File: config.mk
export PLATFORM = sky130hd
export DESIGN_NAME = multicycle_control
export DESIGN_NICKNAME = d
export VERILOG_FILES = /design/src/rtl/rv32_mc_pkg.sv /design/src/rtl/mc_output_decode.sv /design/src/rtl/multicycle_control.sv
export SDC_FILE = /design/constraint.sdc
export NUM_CORES = 1
export LEC_CHECK = 0
export BUFFER_PORTS_ARGS = -buffer_cell sky130_fd_sc_hd__buf_2
export CAP_MARGIN = 20
export CORE_MARGIN = 8
export CORE_UTILIZATION = 47
export DETAILED_ROUTE_END_ITERATION = 10
export GPL_ROUTABILITY_DRIVEN = 0
export PLACE_DENSITY = 0.87
export SKIP_CTS_REPAIR_TIMING = 1
export SYNTH_ARGS = -nofsm -noshare
export SYNTH_HDL_FRONTEND = slang
export SYNTH_SLANG_ARGS = --single-unit
File: constraint.sdc
create_clock -name clk -period 2.98 [get_ports clk]
set_clock_uncertainty 0.2 [all_clocks]
set_input_delay 0.149 -clock clk [delete_from_list [all_inputs] [get_ports clk]]
set_output_delay 0.149 -clock clk [all_outputs]
set_load 0.01 [all_outputs]
File: src/rtl/rv32_mc_pkg.sv
// rv32_mc_pkg
// Shared definitions for the RV32 multi-cycle control sequencer: the state
// encoding, the opcode values the sequencer recognises, and the encodings of
// the datapath mux/ALU select fields it drives.
// Optional feature macro: MC_JAL_SUPPORT_EN (adds the JAL state, the JAL opcode
// to the legal set and the memToReg=PC encoding).
package rv32_mc_pkg;

   typedef enum logic [3:0] {
      ST_FETCH    = 4'd0,
      ST_DECODE   = 4'd1,
      ST_EXEC_R   = 4'd2,
      ST_EXEC_I   = 4'd3,
      ST_ALU_WB   = 4'd4,
      ST_MEM_ADDR = 4'd5,
      ST_MEM_RD   = 4'd6,
      ST_MEM_WB   = 4'd7,
      ST_MEM_WR   = 4'd8,
`ifdef MC_JAL_SUPPORT_EN
      ST_BRANCH   = 4'd9,
      ST_JAL      = 4'd10
`else
      ST_BRANCH   = 4'd9
`endif
   } mc_state_e;

   localparam logic [6:0] OPC_RTYPE  = 7'b0110011;
   localparam logic [6:0] OPC_ITYPE  = 7'b0010011;
   localparam logic [6:0] OPC_LOAD   = 7'b0000011;
   localparam logic [6:0] OPC_STORE  = 7'b0100011;
   localparam logic [6:0] OPC_BRANCH = 7'b1100011;
   localparam logic [6:0] OPC_JAL    = 7'b1101111;

   localparam logic [1:0] SRCA_PC    = 2'b00;
   localparam logic [1:0] SRCA_REG   = 2'b01;
   localparam logic [1:0] SRCA_OLDPC = 2'b10;

   localparam logic [1:0] SRCB_REG   = 2'b00;
   localparam logic [1:0] SRCB_FOUR  = 2'b01;
   localparam logic [1:0] SRCB_IMM   = 2'b10;

   localparam logic [1:0] ALUOP_ADD    = 2'b00;
   localparam logic [1:0] ALUOP_SUB    = 2'b01;
   localparam logic [1:0] ALUOP_RFUNCT = 2'b10;
   localparam logic [1:0] ALUOP_IFUNCT = 2'b11;

   localparam logic [1:0] M2R_ALUOUT = 2'b00;
   localparam logic [1:0] M2R_MDR    = 2'b01;
`ifdef MC_JAL_SUPPORT_EN
   localparam logic [1:0] M2R_PC     = 2'b10;
`endif

   // True when the sequencer has a state path for this opcode.
   function automatic logic opcode_legal(input logic [6:0] op);
      logic ok;
      ok = 1'b0;
      case (op)
         OPC_RTYPE, OPC_ITYPE, OPC_LOAD, OPC_STORE, OPC_BRANCH: ok = 1'b1;
`ifdef MC_JAL_SUPPORT_EN
         OPC_JAL: ok = 1'b1;
`endif
         default: ok = 1'b0;
      endcase
      return ok;
   endfunction

endpackage

File: src/rtl/mc_output_decode.sv
// mc_output_decode
// Purely combinational Moore decode of the sequencer state into the datapath
// control signals. Write enables and memRead are gated by resetn so nothing is
// written or requested while the core is held in reset.
// Ports:
//   state_i      current sequencer state
//   opcode_i     IR opcode field (only looked at in DECODE, for illegal_op)
//   mem_ready_i  memory handshake (only matters in states with a request)
//   resetn_i     active-low reset, used for output gating only
//   *_o          control outputs, same meaning as on multicycle_control
// Optional feature macro: MC_JAL_SUPPORT_EN (JAL state decode).
import rv32_mc_pkg::*;

module mc_output_decode (
   input  logic      [3:0] state_i,
   input  logic      [6:0] opcode_i,
   input  logic            mem_ready_i,
   input  logic            resetn_i,
   output logic            pc_write_o,
   output logic            pc_write_cond_o,
   output logic            ir_write_o,
   output logic            mem_read_o,
   output logic            mem_write_o,
   output logic            i_or_d_o,
   output logic            reg_write_o,
   output logic      [1:0] mem_to_reg_o,
   output logic      [1:0] alu_src_a_o,
   output logic      [1:0] alu_src_b_o,
   output logic      [1:0] alu_op_o,
   output logic            pc_source_o,
   output logic            illegal_op_o,
   output logic            instr_retired_o
);

   logic pc_write_s;
   logic pc_write_cond_s;
   logic ir_write_s;
   logic mem_read_s;
   logic mem_write_s;
   logic reg_write_s;

   // State-to-control decode; every signal defaults to 0 for unlisted states.
   always_comb begin
      pc_write_s      = 1'b0;
      pc_write_cond_s = 1'b0;
      ir_write_s      = 1'b0;
      mem_read_s      = 1'b0;
      mem_write_s     = 1'b0;
      reg_write_s     = 1'b0;
      i_or_d_o        = 1'b0;
      mem_to_reg_o    = M2R_ALUOUT;
      alu_src_a_o     = SRCA_PC;
      alu_src_b_o     = SRCB_REG;
      alu_op_o        = ALUOP_ADD;
      pc_source_o     = 1'b0;
      illegal_op_o    = 1'b0;
      instr_retired_o = 1'b0;
      case (state_i)
         ST_FETCH: begin
            mem_read_s  = 1'b1;
            alu_src_b_o = SRCB_FOUR;
            // IR and PC+4 are committed only when the instruction word arrives.
            ir_write_s  = mem_ready_i;
            pc_write_s  = mem_ready_i;
         end
         ST_DECODE: begin
            // Speculative branch/JAL target: oldPC + imm into ALUOut.
            alu_src_a_o  = SRCA_OLDPC;
            alu_src_b_o  = SRCB_IMM;
            illegal_op_o = ~opcode_legal(opcode_i);
         end
         ST_EXEC_R: begin
            alu_src_a_o = SRCA_REG;
            alu_op_o    = ALUOP_RFUNCT;
         end
         ST_EXEC_I: begin
            alu_src_a_o = SRCA_REG;
            alu_src_b_o = SRCB_IMM;
            alu_op_o    = ALUOP_IFUNCT;
         end
         ST_ALU_WB: begin
            reg_write_s     = 1'b1;
            instr_retired_o = 1'b1;
         end
         ST_MEM_ADDR: begin
            alu_src_a_o = SRCA_REG;
            alu_src_b_o = SRCB_IMM;
         end
         ST_MEM_RD: begin
            mem_read_s = 1'b1;
            i_or_d_o   = 1'b1;
         end
         ST_MEM_WB: begin
            reg_write_s     = 1'b1;
            mem_to_reg_o    = M2R_MDR;
            instr_retired_o = 1'b1;
         end
         ST_MEM_WR: begin
            mem_write_s     = 1'b1;
            i_or_d_o        = 1'b1;
            instr_retired_o = mem_ready_i;
         end
         ST_BRANCH: begin
            alu_src_a_o     = SRCA_REG;
            alu_op_o        = ALUOP_SUB;
            pc_write_cond_s = 1'b1;
            pc_source_o     = 1'b1;
            instr_retired_o = 1'b1;
         end
`ifdef MC_JAL_SUPPORT_EN
         ST_JAL: begin
            // PC already holds oldPC+4 from FETCH, so it is the link value.
            pc_write_s      = 1'b1;
            pc_source_o     = 1'b1;
            reg_write_s     = 1'b1;
            mem_to_reg_o    = M2R_PC;
            instr_retired_o = 1'b1;
         end
`endif
         default: begin
            pc_write_s = 1'b0;
         end
      endcase
   end

   // Reset gating of every write enable and the read request.
   always_comb begin
      pc_write_o      = pc_write_s      & resetn_i;
      pc_write_cond_o = pc_write_cond_s & resetn_i;
      ir_write_o      = ir_write_s      & resetn_i;
      mem_read_o      = mem_read_s      & resetn_i;
      mem_write_o     = mem_write_s     & resetn_i;
      reg_write_o     = reg_write_s     & resetn_i;
   end

endmodule

File: src/rtl/multicycle_control.sv
// multicycle_control
// Multi-cycle control sequencer for the RV32 core. Holds the state register,
// the opcode latched in DECODE (needed to split MEM_ADDR into load/store) and
// the retired-instruction counter; control outputs are a Moore decode of the
// state done in mc_output_decode.
// Ports:
//   clk, resetn        clock and synchronous active-low reset
//   opcode             IR[6:0], sampled in DECODE
//   mem_ready          memory completes the current request this cycle
//   pcWrite ... pcSource  datapath control
//   illegal_op         DECODE-cycle pulse on an unsupported opcode
//   instr_retired      final-cycle pulse of each instruction
//   instret            retired-instruction count (wraps)
// Optional feature macro: MC_JAL_SUPPORT_EN (JAL instruction support).
import rv32_mc_pkg::*;

module multicycle_control (
   input  logic        clk,
   input  logic        resetn,
   input  logic [6:0]  opcode,
   input  logic        mem_ready,
   output logic        pcWrite,
   output logic        pcWriteCond,
   output logic        irWrite,
   output logic        memRead,
   output logic        memWrite,
   output logic        iOrD,
   output logic        regWrite,
   output logic [1:0]  memToReg,
   output logic [1:0]  aluSrcA,
   output logic [1:0]  aluSrcB,
   output logic [1:0]  aluOp,
   output logic        pcSource,
   output logic        illegal_op,
   output logic        instr_retired,
   output logic [31:0] instret
);

   mc_state_e   state_q, state_d;
   logic [6:0]  opcode_q, opcode_d;
   logic [31:0] instret_q;
   logic [31:0] instret_d;

   assign instret_d = instret_q + {31'd0, instr_retired};
   assign instret   = instret_q;

   // Next-state selection and opcode latch.
   always_comb begin
      state_d  = state_q;
      opcode_d = opcode_q;
      case (state_q)
         ST_FETCH: begin
            if (mem_ready) state_d = ST_DECODE;
            else           state_d = ST_FETCH;
         end
         ST_DECODE: begin
            opcode_d = opcode;
            case (opcode)
               OPC_RTYPE:           state_d = ST_EXEC_R;
               OPC_ITYPE:           state_d = ST_EXEC_I;
               OPC_LOAD, OPC_STORE: state_d = ST_MEM_ADDR;
               OPC_BRANCH:          state_d = ST_BRANCH;
`ifdef MC_JAL_SUPPORT_EN
               OPC_JAL:             state_d = ST_JAL;
`endif
               default:             state_d = ST_FETCH;
            endcase
         end
         ST_EXEC_R:   state_d = ST_ALU_WB;
         ST_EXEC_I:   state_d = ST_ALU_WB;
         ST_ALU_WB:   state_d = ST_FETCH;
         ST_MEM_ADDR: begin
            if (opcode_q == OPC_LOAD) state_d = ST_MEM_RD;
            else                      state_d = ST_MEM_WR;
         end
         ST_MEM_RD: begin
            if (mem_ready) state_d = ST_MEM_WB;
            else           state_d = ST_MEM_RD;
         end
         ST_MEM_WB:   state_d = ST_FETCH;
         ST_MEM_WR: begin
            if (mem_ready) state_d = ST_FETCH;
            else           state_d = ST_MEM_WR;
         end
         ST_BRANCH:   state_d = ST_FETCH;
`ifdef MC_JAL_SUPPORT_EN
         ST_JAL:      state_d = ST_FETCH;
`endif
         default:     state_d = ST_FETCH;
      endcase
   end

   // Sequencer state, opcode latch and retire counter; reset abandons any
   // outstanding memory request.
   always_ff @(posedge clk) begin
      if (!resetn) begin
         state_q   <= ST_FETCH;
         opcode_q  <= 7'd0;
         instret_q <= 32'd0;
      end else begin
         state_q   <= state_d;
         opcode_q  <= opcode_d;
         instret_q <= instret_d;
      end
   end

   mc_output_decode u_decode (
      .state_i         (state_q),
      .opcode_i        (opcode),
      .mem_ready_i     (mem_ready),
      .resetn_i        (resetn),
      .pc_write_o      (pcWrite),
      .pc_write_cond_o (pcWriteCond),
      .ir_write_o      (irWrite),
      .mem_read_o      (memRead),
      .mem_write_o     (memWrite),
      .i_or_d_o        (iOrD),
      .reg_write_o     (regWrite),
      .mem_to_reg_o    (memToReg),
      .alu_src_a_o     (aluSrcA),
      .alu_src_b_o     (aluSrcB),
      .alu_op_o        (aluOp),
      .pc_source_o     (pcSource),
      .illegal_op_o    (illegal_op),
      .instr_retired_o (instr_retired)
   );

endmodule

Yosys cells after proc, flatten, opt, wreduce, memory -nomap -nowiden:

Index checks and enable logic that the tools add are counted.

* bits in registers: 43
* latch bits: 0
* memory bits (writable): 0
* bits in read-only memories: 0
* bits of input ports: 10
* output and inout bits: 50
* logic and storage cells: 55
* memories kept: 0

* add/sub/neg operators: 1
* multiply operators: 0
* divide/modulo/power cells: 0
* magnitude comparators: 0
* equality and inequality tests: 15
* shift operators: 0
* muxes and demuxes: 20
* bitwise gates (word level): 6
* reduce and logical (&&, ||, !) cells: 10

Operators with widths (count)
* $add A32 B1 Y32: 1
* $pmux W4 S6: 1
* $eq A4 B3 Y1 const B: 4
* $pmux W4 S4: 1
* $eq A7 B2 Y1 const B: 2
* $eq A7 B6 Y1 const B: 2
* $mux W1: 12
* $reduce_or A2 Y1: 5
* $eq A4 B2 Y1 const B: 2
* $eq A4 B4 Y1 const B: 2
* $mux W4: 2
* $pmux W2 S2: 2
* $eq A7 B5 Y1 const B: 1
* $eq A7 B7 Y1 const B: 1
* $pmux W2 S3: 1
* $reduce_or A3 Y1: 2
* $and A1 B1 Y1: 5
* $reduce_or A5 Y1: 1
* $eq A4 B1 Y1 const B: 1
* $logic_not A4 Y1: 1
* $reduce_or A4 Y1: 1
* $pmux W1 S2: 1
* $not A1 Y1: 1

Longest topological paths before layout:

* word-level depth: 6
* depth in mapped cells: 12
* depth with buffers taken out: 10

By module:

A second synthesis with hierarchy kept.

* cell total of the unflattened synthesis: 274
* area total of the unflattened synthesis: 2288.4 µm²

By module, submodules not included
* multicycle_control: times used 1, cells each 234, area an instance 2011.9 µm², seq. area each 860.8 µm²
* mc_output_decode: times used 1, cells each 40, area an instance 276.5 µm², seq. area each 0.0 µm²

Worst setup path before layout:

OpenSTA, ideal clock, no wires.

* path kind: flip-flop to flip-flop
* start point: register state_q[2]
* end point: register instret_q[28] (netlist: instret[28])
* library setup time: 0.070 ns
* arrival: 2.896 ns
* required time: 2.710 ns
* setup slack: -0.186 ns
* stages on the path, launching flop included: 13
* cells stage by stage: dfxtp_1 clkbuf_1 nor2b_1 clkbuf_1 a21oi_1 o22ai_1 ha_1 ha_1 and2_1 clkbuf_1 nand4_1 or4_1 a21oi_1

* word-level cells in the longest chain between the ends: 4
* elaborated cells between the ends (all ways): 7
* those cells by class: add/sub: 1; eq/ne: 4; mux: 1; reduce/logical: 1

Ends and longest elaborated chain
* from (decl): RTL line multicycle_control.sv:39 `mc_state_e state_q, state_d;`
* from (signal assigned): RTL line multicycle_control.sv:101 `state_q <= state_d;`
* $eq A4 B4 Y1 or $eq A4 B3 Y1 (tied branches): RTL line mc_output_decode.sv:58 `case (state_i)`
* $reduce_or A3 Y1 (no source line)
* $pmux W1 S2 *: RTL line mc_output_decode.sv:58
* named net instr_retired: RTL line multicycle_control.sv:35 `output logic instr_retired,`
* $add A32 B1 Y32 *: RTL line multicycle_control.sv:44 `assign instret_d = instret_q + {31'd0, instr_retired};`
* to (signal assigned): RTL line multicycle_control.sv:103 `instret_q <= instret_d;`
* to (decl): RTL line multicycle_control.sv:41 `logic [31:0] instret_q;`

Mark *: on every way through the listed nets, which the timed path passes. The rest lies on a longest branch.
A chain may end at the register's enable or synchronous reset.

Final worst setup path:

* start point: register state_q[3]
* end point: register instret_q[28] (netlist: instret[28])

* word-level cells in the longest chain between the ends: 4
* elaborated cells between the ends (all ways): 7
* those cells by class: add/sub: 1; eq/ne: 4; mux: 1; reduce/logical: 1

Ends and longest elaborated chain (RTL line)
* $eq A4 B4 Y1 or $eq A4 B3 Y1 (tied branches): mc_output_decode.sv:58
* $reduce_or A3 Y1 (no source line)
* $pmux W1 S2 *: mc_output_decode.sv:58
* $add A32 B1 Y32 *: multicycle_control.sv:44

Every way passes the cells marked *; elsewhere a longest branch is shown, timed or not.

==> reports/metrics.csv <==
metric,value,unit
Cells after Synth,272,
final hold slack,-0.006031,ns
xor and xnor area share after synthesis,5.552,%
initial drt markers,177,
"Buf+Inv Stages, Crit Path",0,
DRT Wirelength,5846,µm
Final min period,2.785,ns
crit path kind,flop to flop,
CTS sink count,43,
fraction of synthesized area in multiplexers,0,%
Crit. End Element,flop,
status,"complete, but fails checks",
# diodes,0,
syn_area_per_cell,8.119,µm²
Pint,0.8177,mW
Max-slew headroom,56.61,%
DRC viols,0,
r2r startpoint,state_q[3],
Initial Util,47.70,%
# setup viols final,0,
Overall Global Routing Usage,15.05,%
vias in the first global route,2006,
sequential power share,54.7,%
Core ar.,4629,µm²
layout cells sized above 1,23.26,%
Post-synth EDFFs,0,
total CTS buffers,5,
switching power,0.2468,mW
RSZ-0062 raised after global routing,false,
Finished Core Util,58.19,%
"Max FO, Critical Path",10,
Worst path slowest cell,or4_1,
Yosys reg bits,43,
sw frac,23.18,%
Synth async-reset ratio,0,%
synth warn,0,
# nets final,342,
fin crit share,93.45,%
"most common cell after layout, fill and taps aside",buf_2,
violated checks,negative hold slack,
Post-Syn Area,2208,µm²
Reg-to-Reg End,instret[28],
# rows,25,
P_leak,1.104,nW
DRT antenna net count,0,
vias per inst,5.857,
Clk pwr share,38.8,%
crit path launch,state_q[3],
highest-count cells in the layout ignoring fill and taps,"buf_2, dfxtp_1, nand2_1, a21oi_1, nor2_1",
Yosys cell types,47,
largest net degree at the start of global routing,38,
syn_nets,284,
Post-Synth Adder-Cell Area,1.133,%
top area cells in the synthesized netlist,"dfxtp_1, a21oi_1, nand2_1",
largest family of logic cells by synthesized area,simple AND/OR/NAND/NOR gates,
Synth Area in Simple Gates,31.90,%
pwr/cell area,395.2,nW/µm²
Critical Path Source Type,flop,
Peak Freq,0.3591,GHz
crit path DAT,2.82,ns
Worst path top cell family by delay,simple AND/OR/NAND/NOR gates,
max-slew violations,0,
Die Ht,84.55,µm
H-tree Lvls,2,
Ports,60,
CTS tree,done,
post-DP HPWL,4042,µm
via count,2255,
Compound-Gate Fraction of Synth Area,16.66,%
critical path data required time,3.01,ns
antenna violations before repair,0,
Comb power frac,6.4,%
synthesis-to-finish area growth,21.98,%
first-pass GRT wire length,8887,µm
Reg2Reg Setup Slack,0.20,ns
clk root buf,clkbuf_8,
maxcap violations,0,
Synth area leader,dfxtp_1,
Die Area,7148,µm²
WHS Path Cells,3,
top cell type's share of synthesized area,38.98,%
CP Cell Sequence,nand2b_1 -> nor2_1 -> a21oi_1 -> o22ai_2 -> ha_1 -> ha_1 -> and2_1 -> nand4_1 -> or4_1 -> a21oi_1,
setup_tns,0,ns
insertion delay to the later sink of the worst-skew pair,0.30,ns
"slowest stage delay, CP",0.54,ns
CTS Buffer Depth,2,
1st-pass router iterations,5,
Setup crit end,instret[28],
slew of the pin with the lowest slew margin,0.6498,ns
Wirelength per Cell,15.18,µm
grt total ovfl,0,
Main synth FF type,dfxtp_1,
Port Buffers,58,
post-synthesis sequential area ratio,38.98,%
Clock transition at path regs,0.09,ns
"logic depth of the worst path, buffers included",10,
cells on worst reg2reg path,10,
worst ir drop on vdd,255.2,µV
final hold violation count,3,
worst hold path class,primary input to flop,
chip width,84.55,µm
worst reg2reg max path, delay by kind of cell (launching register included):
kind | cells | cell delay, ns
and+or+nand+nor | 5 | 1.20
DFF | 1 | 0.51
adders and majority gates | 2 | 0.40
AOI/OAI and AO/OA | 3 | 0.41
per-layer routing:
metal	part of all wire, %	track usage, %
met1	45	17.08
met2	46	24.19
met4	2.8	7.767
met3	6.0	5.463
met5	0	0
how the worst min path moves through the flow:
stage,slack [ns],from,to
CTS,-0.11,opcode[2],opcode_q[2]
global placement,0.20,opcode[2],opcode_q[2]
floorplan,0.08,opcode[2],opcode_q[2]
global route,0.002,resetn,instret[0]
finish,-0.006,resetn,instret[14]
detailed placement,0.21,opcode[0],opcode_q[0]
state kept, by name (all words and copies together) (netlist names):
name	flops
instret	32
state_q	4
opcode_q	7
cell families after synthesis:
kind of cell               Yosys count
xor gates and xnor gates            14
buffers and inverters               27
adders and majority gates            2
and+or+nand+nor                    127
AOI/OAI and AO/OA                   58
other                                1
DFF                                 43
area by class of cell:
type	count	area (µm²)
clock buffer	7	96.34
clock inverter	1	7.507
fill	429	1936
inverter	8	30.03
multi-input combinational	202	1230
sequential	43	862.1
tap	54	67.56
timing repair buffer	70	400.4
power by group through the flow:
stage	Combinational, mW	Sequential, mW	Clock, mW
floorplan	0.0384	0.596	0
global placement	0.0574	0.596	0
detailed placement	0.0581	0.596	0
CTS	0.0580	0.582	0.423
global route	0.0743	0.583	0.453
finish	0.0686	0.583	0.413
cell usage after synthesis, types with 4 or more instances:
| cell type | number |
|---|---|
| nand3_1 | 12 |
| nand4_1 | 8 |
| o21ai_0 | 5 |
| clkbuf_1 | 13 |
| and4_1 | 4 |
| nor3_1 | 8 |
| xnor2_1 | 7 |
| nor4_1 | 5 |
| a21oi_1 | 26 |
| or4_1 | 13 |
| dfxtp_1 | 43 |
| nand2_1 | 31 |
| o31ai_1 | 13 |
| nor2b_1 | 4 |
| and3_1 | 4 |
| xor2_1 | 7 |
| nor2_1 | 21 |
| inv_1 | 7 |
per-stage QoR:
stage / setup WS, ns / power, mW / cells / area (µm²) / hold slack, ns
6_report: 0.1952 / 1.064 / 385 / 2694 / -0.006031
5_1_grt: 0.01113 / 1.110 / 385 / 2694 / 0.001562
4_1_cts: 0.1293 / 1.063 / 377 / 2613 / -0.1105
3_5_place_dp: 0.1358 / 0.6540 / 369 / 2509 / 0.2144
3_3_place_gp: 0.2829 / 0.6531 / 369 / 2509 / 0.2041
2_1_floorplan: 0.01759 / 0.6340 / 272 / 2217 / 0.08496
Power figures use the tool's default switching activity.
